[config.mk]
export PLATFORM = sky130hd
export DESIGN_NAME = pipeline_ctrl_flat
export DESIGN_NICKNAME = d
export VERILOG_FILES = /design/src/rtl/pipeline_ctrl_pkg.sv /design/src/rtl/pipeline_ctrl_if.sv /design/src/rtl/pipeline_ctrl_mdu_busy_timer.sv /design/src/rtl/pipeline_ctrl.sv /design/src/flat_wrapper.sv
export SDC_FILE = /design/constraint.sdc
export NUM_CORES = 1
export LEC_CHECK = 0
export ABC_AREA = 1
export BUFFER_PORTS_ARGS = -buffer_cell sky130_fd_sc_hd__clkbuf_2
export CORE_AREA = 8 8 45 47
export DETAILED_ROUTE_END_ITERATION = 8
export DIE_AREA = 0 0 53 55
export PLACE_DENSITY = 0.63
export SLEW_MARGIN = 20
export SYNTH_ARGS = -nofsm -noshare
export SYNTH_HDL_FRONTEND = slang
export SYNTH_SLANG_ARGS = --single-unit
export TNS_END_PERCENT = 30
[constraint.sdc]
create_clock -name clk -period 2 [get_ports clk]
set_clock_uncertainty 0.1 [all_clocks]
set_input_delay 0.2 -clock clk [delete_from_list [all_inputs] [get_ports clk]]
set_output_delay 0.2 -clock clk [all_outputs]
set_load 0.02 [all_outputs]
[src/rtl/pipeline_ctrl_pkg.sv]
// Shared encodings and defaults for the pipeline hazard/redirect controller.
package pipeline_ctrl_pkg;

  localparam int unsigned CNT_W               = 4;
  localparam int unsigned MULT_CYCLES_DEFAULT = 5;
  localparam int unsigned DIV_CYCLES_DEFAULT  = 10;

  localparam logic [31:0] EXC_VECTOR = 32'h0000_4180;

  localparam logic [1:0] PC_SEL_SEQ = 2'b00;
  localparam logic [1:0] PC_SEL_EXC = 2'b01;
  localparam logic [1:0] PC_SEL_EPC = 2'b10;

  typedef enum logic {
    ST_RUN      = 1'b0,
    ST_REDIRECT = 1'b1
  } ctrl_state_e;

  // Countdown load value for a newly issued MDU operation.
  function automatic logic [CNT_W-1:0] mdu_load_value(input logic is_div,
                                                      input int unsigned mult_cycles,
                                                      input int unsigned div_cycles);
    return is_div ? CNT_W'(div_cycles) : CNT_W'(mult_cycles);
  endfunction

endpackage

[src/rtl/pipeline_ctrl_if.sv]
// Control/status bundle between the pipeline datapath and pipeline_ctrl.
interface pipeline_ctrl_if;
  logic       d_stall_req;
  logic       d_is_mdu;
  logic       mdu_start;
  logic       mdu_is_div;
  logic       exc_req;
  logic       eret_req;
  logic       pc_en;
  logic       d_en;
  logic       d_clear;
  logic       e_clear;
  logic       m_clear;
  logic [1:0] pc_sel;
  logic       mdu_busy;

  // Datapath side: raises hazards and events, consumes enables/clears.
  modport master (
    output d_stall_req, d_is_mdu, mdu_start, mdu_is_div, exc_req, eret_req,
    input  pc_en, d_en, d_clear, e_clear, m_clear, pc_sel, mdu_busy
  );

  // Controller side.
  modport slave (
    input  d_stall_req, d_is_mdu, mdu_start, mdu_is_div, exc_req, eret_req,
    output pc_en, d_en, d_clear, e_clear, m_clear, pc_sel, mdu_busy
  );
endinterface

[src/rtl/pipeline_ctrl_mdu_busy_timer.sv]
// MDU busy countdown: loads on an accepted start, counts down to zero.
// kill suppresses a new start but never cancels a running countdown.
module mdu_busy_timer
  import pipeline_ctrl_pkg::*;
#(
  parameter int unsigned MULT_CYCLES = MULT_CYCLES_DEFAULT,
  parameter int unsigned DIV_CYCLES  = DIV_CYCLES_DEFAULT
) (
  input  logic clk,
  input  logic reset,
  input  logic start,
  input  logic is_div,
  input  logic kill,
  output logic busy
);

  logic [CNT_W-1:0] cnt_q;
  logic [CNT_W-1:0] cnt_d;

  // Next count: decrement while running, otherwise accept an unkilled start.
  always_comb begin
    cnt_d = cnt_q;
    if (cnt_q != '0) begin
      cnt_d = cnt_q - CNT_W'(1);
    end else if (start && !kill) begin
      cnt_d = mdu_load_value(is_div, MULT_CYCLES, DIV_CYCLES);
    end
  end

  // Count register.
  always_ff @(posedge clk) begin
    if (reset) begin
      cnt_q <= '0;
    end else begin
      cnt_q <= cnt_d;
    end
  end

  assign busy = (cnt_q != '0);

endmodule

[src/rtl/pipeline_ctrl.sv]
// Pipeline stall/flush/redirect controller with MDU busy tracking.
// Optional stall_cycles performance counter: define PIPELINE_CTRL_STALL_CNT_EN.
module pipeline_ctrl
  import pipeline_ctrl_pkg::*;
#(
  parameter int unsigned MULT_CYCLES = MULT_CYCLES_DEFAULT,
  parameter int unsigned DIV_CYCLES  = DIV_CYCLES_DEFAULT
) (
  input logic            clk,
  input logic            reset,
  pipeline_ctrl_if.slave bus
`ifdef PIPELINE_CTRL_STALL_CNT_EN
  ,
  output logic [31:0]    stall_cycles
`endif
);

  ctrl_state_e state_q;
  ctrl_state_e state_d;

  logic       mdu_busy;
  logic       stall;
  logic       stall_hold;
  logic       pc_en;
  logic       d_en;
  logic       d_clear;
  logic       e_clear;
  logic       m_clear;
  logic [1:0] pc_sel;

  mdu_busy_timer #(
    .MULT_CYCLES (MULT_CYCLES),
    .DIV_CYCLES  (DIV_CYCLES)
  ) u_mdu_busy_timer (
    .clk    (clk),
    .reset  (reset),
    .start  (bus.mdu_start),
    .is_div (bus.mdu_is_div),
    .kill   (bus.exc_req),
    .busy   (mdu_busy)
  );

  assign stall = bus.d_stall_req | (bus.d_is_mdu & (mdu_busy | bus.mdu_start));

  // Next state and combinational controls; reset > exc > eret > stall.
  always_comb begin
    state_d    = state_q;
    pc_en      = 1'b1;
    d_en       = 1'b1;
    d_clear    = 1'b0;
    e_clear    = 1'b0;
    m_clear    = 1'b0;
    pc_sel     = PC_SEL_SEQ;
    stall_hold = 1'b0;
    if (reset) begin
      d_clear = 1'b1;
      e_clear = 1'b1;
      m_clear = 1'b1;
      state_d = ST_RUN;
    end else if (bus.exc_req) begin
      pc_sel  = PC_SEL_EXC;
      d_clear = 1'b1;
      e_clear = 1'b1;
      m_clear = 1'b1;
      state_d = ST_REDIRECT;
    end else begin
      case (state_q)
        ST_RUN: begin
          if (bus.eret_req) begin
            pc_sel  = PC_SEL_EPC;
            d_clear = 1'b1;
            e_clear = 1'b1;
            m_clear = 1'b1;
            state_d = ST_REDIRECT;
          end else if (stall) begin
            pc_en      = 1'b0;
            d_en       = 1'b0;
            e_clear    = 1'b1;
            stall_hold = 1'b1;
          end
        end
        ST_REDIRECT: begin
          // Squash the wrong-path fetch; eret and stall are ignored here.
          d_clear = 1'b1;
          state_d = ST_RUN;
        end
        default: begin
          state_d = ST_RUN;
        end
      endcase
    end
  end

  // State register.
  always_ff @(posedge clk) begin
    if (reset) begin
      state_q <= ST_RUN;
    end else begin
      state_q <= state_d;
    end
  end

  assign bus.pc_en    = pc_en;
  assign bus.d_en     = d_en;
  assign bus.d_clear  = d_clear;
  assign bus.e_clear  = e_clear;
  assign bus.m_clear  = m_clear;
  assign bus.pc_sel   = pc_sel;
  assign bus.mdu_busy = mdu_busy;

`ifdef PIPELINE_CTRL_STALL_CNT_EN
  // Count cycles spent holding the front end for a hazard.
  always_ff @(posedge clk) begin
    if (reset) begin
      stall_cycles <= '0;
    end else if (stall_hold) begin
      stall_cycles <= stall_cycles + 32'd1;
    end
  end
`endif

endmodule

[src/flat_wrapper.sv]
// flat-port wrapper written by rule: the top's interface ports become plain ports
module pipeline_ctrl_flat import pipeline_ctrl_pkg::*;
#(
  parameter int unsigned MULT_CYCLES = MULT_CYCLES_DEFAULT,
  parameter int unsigned DIV_CYCLES  = DIV_CYCLES_DEFAULT
)
  (clk, reset, bus_d_stall_req, bus_d_is_mdu, bus_mdu_start, bus_mdu_is_div, bus_exc_req, bus_eret_req, bus_pc_en, bus_d_en, bus_d_clear, bus_e_clear, bus_m_clear, bus_pc_sel, bus_mdu_busy);
  pipeline_ctrl_if bus_i ();
  input logic clk;
  input logic reset;
  input wire logic [$bits(bus_i.d_stall_req)-1:0] bus_d_stall_req;
  input wire logic [$bits(bus_i.d_is_mdu)-1:0] bus_d_is_mdu;
  input wire logic [$bits(bus_i.mdu_start)-1:0] bus_mdu_start;
  input wire logic [$bits(bus_i.mdu_is_div)-1:0] bus_mdu_is_div;
  input wire logic [$bits(bus_i.exc_req)-1:0] bus_exc_req;
  input wire logic [$bits(bus_i.eret_req)-1:0] bus_eret_req;
  output wire logic [$bits(bus_i.pc_en)-1:0] bus_pc_en;
  output wire logic [$bits(bus_i.d_en)-1:0] bus_d_en;
  output wire logic [$bits(bus_i.d_clear)-1:0] bus_d_clear;
  output wire logic [$bits(bus_i.e_clear)-1:0] bus_e_clear;
  output wire logic [$bits(bus_i.m_clear)-1:0] bus_m_clear;
  output wire logic [$bits(bus_i.pc_sel)-1:0] bus_pc_sel;
  output wire logic [$bits(bus_i.mdu_busy)-1:0] bus_mdu_busy;
  assign bus_i.d_stall_req = bus_d_stall_req;
  assign bus_i.d_is_mdu = bus_d_is_mdu;
  assign bus_i.mdu_start = bus_mdu_start;
  assign bus_i.mdu_is_div = bus_mdu_is_div;
  assign bus_i.exc_req = bus_exc_req;
  assign bus_i.eret_req = bus_eret_req;
  assign bus_pc_en = bus_i.pc_en;
  assign bus_d_en = bus_i.d_en;
  assign bus_d_clear = bus_i.d_clear;
  assign bus_e_clear = bus_i.e_clear;
  assign bus_m_clear = bus_i.m_clear;
  assign bus_pc_sel = bus_i.pc_sel;
  assign bus_mdu_busy = bus_i.mdu_busy;
  pipeline_ctrl #(.MULT_CYCLES(MULT_CYCLES), .DIV_CYCLES(DIV_CYCLES)) u_core (.clk(clk), .reset(reset), .bus(bus_i));
endmodule
Yosys cells after proc, flatten, opt, wreduce, memory -nomap -nowiden
Index checks and enable logic that the tools add are counted.

operators by class
  reduce and logical (&&, ||, !) cells = 4
  muxes and demuxes = 26
  add/sub/neg operators = 1
  bitwise logic cells = 4

operators with widths
  operator               count
  $mux W1                17
  $mux W4                3
  $mux W2                4
  $pmux W1 S2            2
  $reduce_bool A4 Y1     1
  $sub A4 B1 Y4 const B  1
  $or A1 B1 Y1           2
  $reduce_bool A2 Y1     1
  $and A1 B1 Y1          1
  $logic_and A1 B1 Y1    1
  $logic_not A1 Y1       1
  $not A1 Y1             1

word-level totals
  input bits = 8
  flip-flop bits (word level) = 5
  word-level logic and storage cells = 37

Longest topological paths before layout
Gate-level depths: netlist of run 1.

  depth in word-level cells = 9
  gate-level depth with buffers = 7
  gate-level depth less buffers = 7

Cells and area by module
A second synthesis of run 1 with hierarchy kept.

second synthesis, totals
  cells, all modules = 61
  area, all modules = 366.6 µm²

by module, submodules not included
  module          instances  cells an instance  sequential area each (µm²)  area an instance (µm²)
  mdu_busy_timer  1          40                 80.1                        256.5
  pipeline_ctrl   1          21                 20.0                        110.1

Worst setup path before layout of run 1
No wires, ideal clock.

  path kind = reg-to-output
  start point = register u_core.u_mdu_busy_timer.cnt_q[0]
  end point = output port bus_pc_en
  stages on the path, launching flop included = 8
  buffers on the path = 1
  data arrival time = 1.349 ns
  required time = 1.700 ns
  setup slack = 0.351 ns
  cell sequence = dfxtp_1 -> inv_1 -> ha_1 -> nand3_1 -> nand2_1 -> nand2_1 -> nand3_1 -> buf_4

between the ends
  word-level cells in the longest chain between the ends = 9

RTL lines
  element                 RTL line                            RTL
  from (decl)             pipeline_ctrl_mdu_busy_timer.sv:17  logic [CNT_W-1:0] cnt_q;
  from (signal assigned)  pipeline_ctrl_mdu_busy_timer.sv:35  cnt_q <= cnt_d;
  $reduce_bool A4 Y1      pipeline_ctrl_mdu_busy_timer.sv:39  assign busy = (cnt_q != '0);
  $or A1 B1 Y1            pipeline_ctrl.sv:43                 assign stall = bus.d_stall_req | (bus.d_is_mdu & (mdu_busy | bus.mdu_start));
  $and A1 B1 Y1           pipeline_ctrl.sv:43
  $or A1 B1 Y1            pipeline_ctrl.sv:43
  $mux W1 (5 in a row)    -
  to (decl)               flat_wrapper.sv:17                  output wire logic [$bits(bus_i.pc_en)-1:0] bus_pc_en;

No other way between the ends.

Worst setup path after layout of run 1
  start point = register u_core.u_mdu_busy_timer.cnt_q[0]
  end point = output port bus_d_en

between the ends
  word-level cells in the longest chain between the ends = 9

RTL lines
  element             RTL line                            RTL
  $reduce_bool A4 Y1  pipeline_ctrl_mdu_busy_timer.sv:39
  $or A1 B1 Y1        pipeline_ctrl.sv:43
  $and A1 B1 Y1       pipeline_ctrl.sv:43
  $or A1 B1 Y1        pipeline_ctrl.sv:43
  $mux W1             pipeline_ctrl.sv:75                 end else if (stall) begin
  $mux W1             pipeline_ctrl.sv:69                 if (bus.eret_req) begin
  $mux W1             pipeline_ctrl.sv:67                 case (state_q)
  $mux W1             pipeline_ctrl.sv:60                 end else if (bus.exc_req) begin
  $mux W1             pipeline_ctrl.sv:55                 if (reset) begin
  to (decl)           flat_wrapper.sv:18                  output wire logic [$bits(bus_i.d_en)-1:0] bus_d_en;

No other way between the ends.

==> results of run 1 <==
[state kept, by name, indices dropped and copies added, names as in the netlist]
| signal | flops |
|---|---|
| u_core.u_mdu_busy_timer.cnt_q | 4 |
| u_core.state_q | 1 |
[worst register-to-register path, delay by kind of cell (launching register included)]
kind / cells / cell delay, ns
flip-flops: 1 / 0.32
AND/OR/NAND/NOR: 3 / 0.33
adder cells (fa/ha/maj): 1 / 0.33
buffers and inverters: 3 / 0.19
[synth_stat cells]
cell,instances
dfxtp_1,5
nand4_1,2
nand3_1,6
xor2_1,1
a21oi_1,2
a21oi_2,1
nor2_4,1
nor2_1,13
inv_1,15
nand2_4,1
buf_4,1
ha_1,2
nand2_1,15
[layout make-up]
cell class | count | area share
clock buffers | 4 | 0.0525
repair buffers | 15 | 0.150
multi-input cells | 44 | 0.445
flip-flops and latches | 5 | 0.200
well taps | 16 | 0.0400
inverters | 15 | 0.113
[per-stage QoR]
| stage | util | worst slack (ns) |
|---|---|---|
| detailed placement | 0.343 | 0.423 |
| global placement | 0.343 | 0.471 |
| CTS | 0.362 | 0.158 |
| global route | 0.362 | 0.0280 |
| finish | 0.362 | 0.189 |
| floorplan | - | 0.351 |
[final timing paths]
| kind | end | slack [ns] |
|---|---|---|
| setup / recovery | bus_d_en | 0.19 |
| setup reg to reg | u_core.u_mdu_busy_timer.cnt_q[3]$_SDFFE_PP0P_ | 0.61 |
| hold reg to reg | u_core.u_mdu_busy_timer.cnt_q[0]$_SDFFE_PP0P_ | 0.43 |
| hold / removal | u_core.state_q$_SDFF_PP0_ | 0.09 |
[routing by layer]
layer	vias up	GRT usage
li1	232	-
met1	171	0.0624
met2	16	0.119
met3	0	0.0508
met4	0	0
met5	-	0
[power groups by stage]
stage	registers [mW]	logic, mW	clock network, mW
5_1_grt	0.181	0.482	0.128
3_3_place_gp	0.177	0.421	0
3_5_place_dp	0.177	0.426	0
6_report	0.175	0.424	0.113
4_1_cts	0.175	0.430	0.119
2_1_floorplan	0.170	0.338	0
[cells by family after synthesis]
group	count (synthesis)	share of synthesized area
DFF	5	0.259
AOI/OAI and AO/OA	3	0.0485
adders and majority gates	2	0.0647
xor gates and xnor gates	1	0.0227
buffers and inverters	16	0.165
and+or+nand+nor	38	0.440
==> flow_metrics.tcl, run 1 <==
set metrics [dict create \
    relSlewSlack 0.820 \
    path_cells "inv_1 > ha_1 > nand3_1 > nand2_1 > nand2_1 > nand3_1 > clkbuf_2" \
    ys_seq_area_frac 0.259 \
    wl_met3_um 162 \
    ant_nets 0 \
    yosysTopAreaCell "dfxtp_1" \
    syn_area_sq_um 387 \
    die_w_um 53 \
    insertedDiodeCount 0 \
    grt_overflow 0 \
    htree_levels 1 \
    grt_pass1_vias 363 \
    multi_input_area_sq_um 223 \
    top_layer "met3" \
    core-area_sq_um 1380 \
    cap_violations 0 \
    drive_gt1_frac 0.253 \
    final_cell_mix "15 x inv_1, 15 x nand2_1, 15 x clkbuf_2" \
    syn_area_per_cell_sq_um 5.95 \
    wl_met2_um 393 \
    finalNonFillerCells 99 \
    yosys_warnings 0 \
    nFillCells 159 \
    p_clk_frac 0.159 \
    path_clk_slew_ns 0.04 \
    hold_viol 0 \
    cp_top_family "adder cells" \
    fin_crit_ns 1.81 \
    start_kind "register" \
    finalPower_mw 0.713 \
    clk-insertion-delay-late_ns 0.24 \
    min_delay_path_depth 2 \
    cts_sinks 5 \
    critPathCaptureType "output port" \
    synth_top_area_frac 0.259 \
    slew_violations 0 \
    hold_buffers 0 \
    synth_cell_types 13 \
    final_area_sq_um 500 \
    critical_path_buf_inv_count 2 \
    worstMarginPinSlew_ns 0.270 \
    first_iter_violations 7 \
    worstHoldStart "reset" \
    dieArea_sq_um 2920 \
    grt_max_degree 8 \
    dp.cells 95 \
    period_share 0.905 \
    status "complete, no violations" \
    wl_um 909 \
    cts_buffer_depth 2 \
    viasPerCell 4.23 \
    leakage_nw 0.307 \
    place_congestion 0.798 \
    slowest_stage "ha_1" \
    ys_ff_latch 5 \
    num_rows 14 \
    grt_usage 0.0662 \
    initial_core_util 0.279 \
    cp-startpoint "u_core.u_mdu_busy_timer.cnt_q[0]$_SDFFE_PP0P_" \
    setup-tns-final_ns 0 \
    ctsResizeCount 0 \
    setup_viol 0 \
    io_pins 16 \
    nets 94 \
    p_sw_mw 0.341 \
    cts_tree "yes" \
    wire_per_inst_um 9.18 \
    cts_setup_buffers 0 \
    syn2layout_area_growth_pct 29.4 \
    numCtsBuffers 3 \
    cts_root_buf "clkbuf_4" \
    r2r_cells 7 \
    synth.net_count 75 \
    portBuffers 15 \
    cp_data_required_time_ns 1.70 \
    synth_area_leaders "dfxtp_1 26%, inv_1 15%, nand2_1 15%" \
    grt_setup_unrepaired "false" \
    r2r-start "u_core.u_mdu_busy_timer.cnt_q[0]$_SDFFE_PP0P_" \
    p_per_area_nw_per_um2 1420 \
    wl_met1_um 353 \
    dp_hpwl_um 804 \
    cp.arrival_ns 1.51 \
    dpl_cell_area_sq_um 474 \
    p_seq_frac 0.246 \
    drt_first_pass_iters 4 \
    clock.fmax_ghz 0.552 \
    min_path_type "input port to register" \
    antenna_found_initial 0 \
    slowest_delay_ns 0.33 \
    comb_power_share 0.595 \
    synth_cells 65 \
    seqCellArea_sq_um 100 \
    criticalPathCategory "register to output port" \
    vias 419 \
    drc 0 \
    p_int_mw 0.372 \
    grt_pass1_wl_mm 1.44 \
    worst_hold_slack_ns 0.0883 \
    fp.dieH_um 55 \
    swShare 0.478 \
    crit_path_max_fanout 7 \
    path_depth 7 \
    ir_drop_mv 0.629 \
]
Power figures use the tool's default switching activity.
==> inputs of run 2 (changes only) <==
PLACE_DENSITY = not set   (was 0.63)
PLACE_DENSITY_LB_ADDON = 0.05   (was not set)
==> run 2 against run 1 <==
Against the previous run:
- clock-buffer cell count unchanged
- critical path depth unchanged
- clock power about the same
- cell count unchanged
- final area unchanged
- sequential power about the same
- die area unchanged
- critical endpoint unchanged
- largest cell class unchanged
- largest power group unchanged
- highest routed layer is now met4
==> flow_metrics.tcl, run 2 (synthesized netlist as in run 1, its figures left out) <==
set metrics [dict create \
    biggestRegsByFlops "u_core.u_mdu_busy_timer.cnt_q (4), u_core.state_q (1)" \
    grt_pass1_vias 397 \
    numCtsBuffers 3 \
    ir_drop_mv 0.713 \
    grt_pass1_wl_mm 1.64 \
    r2r-start "u_core.u_mdu_busy_timer.cnt_q[0]$_SDFFE_PP0P_" \
    worst_r2r_endpoint "u_core.u_mdu_busy_timer.cnt_q[3]$_SDFFE_PP0P_" \
    ant_nets 0 \
    vias 418 \
    drive_gt1_frac 0.253 \
    slew_violations 0 \
    drc 0 \
    place_congestion 0.770 \
    worst_hold_slack_ns 0.0921 \
    critical_path_buf_inv_count 2 \
    dp_hpwl_um 820 \
    grt_overflow 0 \
    slowest_stage "ha_1" \
    setup-tns-final_ns 0 \
    cp_data_required_time_ns 1.70 \
    num_rows 14 \
    min_delay_path_depth 2 \
    slowest_delay_ns 0.33 \
    path_cells "inv_1 > ha_1 > nand3_1 > nand2_1 > nand2_1 > nand3_1 > clkbuf_2" \
    setup_ws_ns 0.194 \
    fin_crit_ns 1.81 \
    cts_sinks 5 \
    first_iter_violations 8 \
    status "complete, no violations" \
    grt_max_degree 8 \
    criticalPathCategory "register to output port" \
    r2r_slack_ns 0.61 \
    ctsResizeCount 0 \
    grt_setup_unrepaired "false" \
    die_w_um 53 \
    holdPathEnd "u_core.state_q$_SDFF_PP0_" \
    cp.arrival_ns 1.51 \
    path_clk_slew_ns 0.04 \
    drt_first_pass_iters 4 \
    cts_buffer_depth 2 \
    fp.dieH_um 55 \
    wire_per_inst_um 9.82 \
    crit_path_max_fanout 7 \
    cts_setup_buffers 0 \
    initial_core_util 0.279 \
    core-area_sq_um 1380 \
    period_share 0.903 \
    nFillCells 156 \
    cts_tree "yes" \
    htree_levels 1 \
    io_pins 16 \
    wl_um 972 \
    multi_input_area_sq_um 223 \
    hold_buffers 0 \
    seqCellArea_sq_um 100 \
    cp_top_family "adder cells" \
    viasPerCell 4.22 \
    clock.fmax_ghz 0.554 \
    syn2layout_area_growth_pct 29.4 \
    antenna_found_initial 0 \
    min_path_type "input port to register" \
    portBuffers 15 \
    cts_root_buf "clkbuf_4" \
    pre_cts_slack_ns 0.431 \
    finalPower_mw 0.711 \
    leakage_nw 0.307 \
    largest_reg_flops 4 \
    clk-insertion-delay-late_ns 0.24 \
    critPathCaptureType "output port" \
    worstHoldStart "reset" \
    final_cell_mix "15 x inv_1, 15 x nand2_1, 15 x clkbuf_2" \
    grt_usage 0.0792 \
    p_per_area_nw_per_um2 1420 \
    relSlewSlack 0.819 \
    cap_violations 0 \
    dieArea_sq_um 2920 \
    regMostFlops "u_core.u_mdu_busy_timer.cnt_q" \
    setup_viol 0 \
    nets 94 \
    worstMarginPinSlew_ns 0.272 \
    r2r_cells 7 \
    hold_viol 0 \
    start_kind "register" \
    insertedDiodeCount 0 \
]
run 2: cell counts in the layout (fill, tap and decap cells not counted):
No cell type changed its count.
run 2: how the worst max path moves through the flow:
stage                                                       start     endpoint  slack, ns  cells past startpoint
global route        u_core.u_mdu_busy_timer.cnt_q[0]$_SDFFE_PP0P_  bus_e_clear       0.03                      8
finish              u_core.u_mdu_busy_timer.cnt_q[0]$_SDFFE_PP0P_     bus_d_en       0.19                      7
global placement    u_core.u_mdu_busy_timer.cnt_q[0]$_SDFFE_PP0P_     bus_d_en       0.43                      7
detailed placement  u_core.u_mdu_busy_timer.cnt_q[0]$_SDFFE_PP0P_     bus_d_en       0.43                      7
floorplan           u_core.u_mdu_busy_timer.cnt_q[0]$_SDFFE_PP0P_    bus_pc_en       0.35                      7
CTS                 u_core.u_mdu_busy_timer.cnt_q[0]$_SDFFE_PP0P_     bus_d_en       0.17                      7
run 2: report_power, final:
part | total, mW | switching, mW | internal [mW]
logic | 0.423 | 0.268 | 0.156
clock network | 0.116 | 0.0403 | 0.0754
registers | 0.173 | 0.0342 | 0.138
total | 0.711 | 0.342 | 0.369
run 2: worst register-to-register path, cell delays in order (launching register included):
cell,delay (ns)
dfxtp_1,0.32
inv_1,0.12
ha_1,0.33
nand3_1,0.19
nand2_1,0.12
inv_1,0.04
nand2_1,0.05
inv_1,0.04
run 2: cell type report:
class                           count  share of cell area
Inverter                           15               0.113
Timing Repair Buffer               15               0.150
Multi-Input combinational cell     44               0.445
Tap cell                           16              0.0400
Clock buffer                        4              0.0525
Sequential cell                     5               0.200
run 2: metrics by stage:
stage	std cells	util	cell area (sq um)
after floorplan	65	-	387
after global placement	95	0.343	474
after detailed placement	95	0.343	474
after CTS	99	0.362	500
after global routing	99	0.362	500
final	99	0.362	500
run 2: metal layers:
| layer | up-vias | part of all wire | global-route usage |
|---|---|---|---|
| li1 | 230 | - | - |
| met1 | 170 | 0.37 | 0.0669 |
| met2 | 15 | 0.50 | 0.141 |
| met3 | 3 | 0.12 | 0.0348 |
| met4 | 0 | 0.015 | 0.0690 |
| met5 | - | 0 | 0 |
==> inputs of run 3 (changes only) <==
CTS_BUF_LIST = sky130_fd_sc_hd__clkbuf_4 sky130_fd_sc_hd__clkbuf_8   (was not set)
==> run 3 against run 2 <==
Against the previous run:
- clock-buffer cell count did not move
- critical path depth did not move
- flip-flop and latch count did not move
- largest power group unchanged
- global-route usage rose by 0.055 points
- non-clock buffer count did not move
- critical path type unchanged
==> flow_metrics.tcl, run 3 (synthesized netlist as in run 1, its figures left out) <==
set metrics [dict create \
    place_congestion 0.770 \
    vias 417 \
    comb_power_share 0.584 \
    cp.arrival_ns 1.51 \
    grt_overflow 0 \
    core-area_sq_um 1380 \
    p_per_area_nw_per_um2 1440 \
    wire_per_inst_um 9.86 \
    criticalPathCategory "register to output port" \
    p_int_mw 0.383 \
    p_seq_frac 0.238 \
    viasPerCell 4.21 \
    multi_input_area_sq_um 223 \
    cts_root_buf "clkbuf_4" \
    first_iter_violations 8 \
    fin_crit_ns 1.81 \
    num_rows 14 \
    ctsResizeCount 0 \
    regMostFlops "u_core.u_mdu_busy_timer.cnt_q" \
    grt_util_met2 0.141 \
    use_met1 0.0684 \
    fp.dieH_um 55 \
    grtUsageMet3 0.0348 \
    slew_violations 0 \
    antenna_found_initial 0 \
    nFillCells 157 \
    biggestRegsByFlops "u_core.u_mdu_busy_timer.cnt_q (4), u_core.state_q (1)" \
    dp_hpwl_um 820 \
    grt_pass1_vias 398 \
    swShare 0.472 \
    dieArea_sq_um 2920 \
    cap_violations 0 \
    setup_ws_ns 0.193 \
    cts_buffer_depth 2 \
    clock.fmax_ghz 0.553 \
    io_pins 16 \
    period_share 0.903 \
    hold_buffers 0 \
    relSlewSlack 0.819 \
    grt_usage 0.0798 \
    cts_sinks 5 \
    leakage_nw 0.311 \
    grt_max_degree 8 \
    largest_reg_flops 4 \
    htree_levels 1 \
    cts_setup_buffers 0 \
    pre_cts_slack_ns 0.431 \
    numCtsBuffers 3 \
    p_sw_mw 0.343 \
    nets 94 \
    cts_tree "yes" \
    start_kind "register" \
    top_usage_layer "met2" \
    setup-tns-final_ns 0 \
    die_w_um 53 \
    hold_viol 0 \
    portBuffers 15 \
    initial_core_util 0.279 \
    crit_path_max_fanout 7 \
    status "complete, no violations" \
    drive_gt1_frac 0.265 \
    min_delay_path_depth 2 \
    min_path_type "input port to register" \
    r2r_cells 7 \
    wl_um 976 \
    drt_first_pass_iters 4 \
    grt_setup_unrepaired "false" \
    p_clk_frac 0.178 \
    cp_data_required_time_ns 1.70 \
    syn2layout_area_growth_pct 30.4 \
    final_cell_mix "15 x inv_1, 15 x nand2_1, 15 x clkbuf_2" \
    setup_viol 0 \
    insertedDiodeCount 0 \
    ant_nets 0 \
    path_clk_slew_ns 0.04 \
    drc 0 \
    worstMarginPinSlew_ns 0.272 \
    ir_drop_mv 0.715 \
    critPathCaptureType "output port" \
    clk-insertion-delay-late_ns 0.24 \
    grt_pass1_wl_mm 1.65 \
    seqCellArea_sq_um 100 \
]
## run 3: cell counts in the layout (fill, tap and decap cells not counted)
Identical to the previous run, type by type.
## run 3: critical path: stages (launching register included)
cell and delay [ns]:
dfxtp_1 0.32, inv_1 0.12, ha_1 0.33, nand3_1 0.12, nand2_1 0.07, nand2_1 0.06, nand3_1 0.08, clkbuf_2 0.17
## run 3: path summary, 6_finish.rpt
path	start	to	slack (ns)
min	reset	u_core.state_q$_SDFF_PP0_	0.09
min reg2reg	u_core.u_mdu_busy_timer.cnt_q[0]$_SDFFE_PP0P_	u_core.u_mdu_busy_timer.cnt_q[0]$_SDFFE_PP0P_	0.41
max reg2reg	u_core.u_mdu_busy_timer.cnt_q[0]$_SDFFE_PP0P_	u_core.u_mdu_busy_timer.cnt_q[3]$_SDFFE_PP0P_	0.61
max	u_core.u_mdu_busy_timer.cnt_q[0]$_SDFFE_PP0P_	bus_d_en	0.19
## run 3: final cells by class
class	instances	area share
Multi-Input combinational cell	44	0.442
Sequential cell	5	0.199
Timing Repair Buffer	15	0.149
Inverter	15	0.112
Clock buffer	4	0.0596
Tap cell	16	0.0397
## run 3: per-stage QoR
stage	util	hold WS [ns]	power (mW)	cells	cell area (sq um)
after detailed placement	0.343	0.353	0.595	95	474
after CTS	0.364	0.0936	0.734	99	504
after global placement	0.343	0.351	0.604	95	474
final	0.364	0.0928	0.726	99	504
after global routing	0.364	0.0866	0.816	99	504
after floorplan	-	0.169	0.508	65	387
## run 3: layer usage
layer  part of all wire  wire length, um
met5                  0                0
met4              0.011               11
met1               0.37              360
met2               0.50              491
met3               0.12              114
## run 3: power groups by stage
stage | Sequential, mW | Clock (mW) | Combinational (mW)
final | 0.173 | 0.129 | 0.424
after detailed placement | 0.176 | 0 | 0.420
after global placement | 0.178 | 0 | 0.426
after CTS | 0.173 | 0.135 | 0.425
after floorplan | 0.170 | 0 | 0.338
after global routing | 0.177 | 0.152 | 0.486
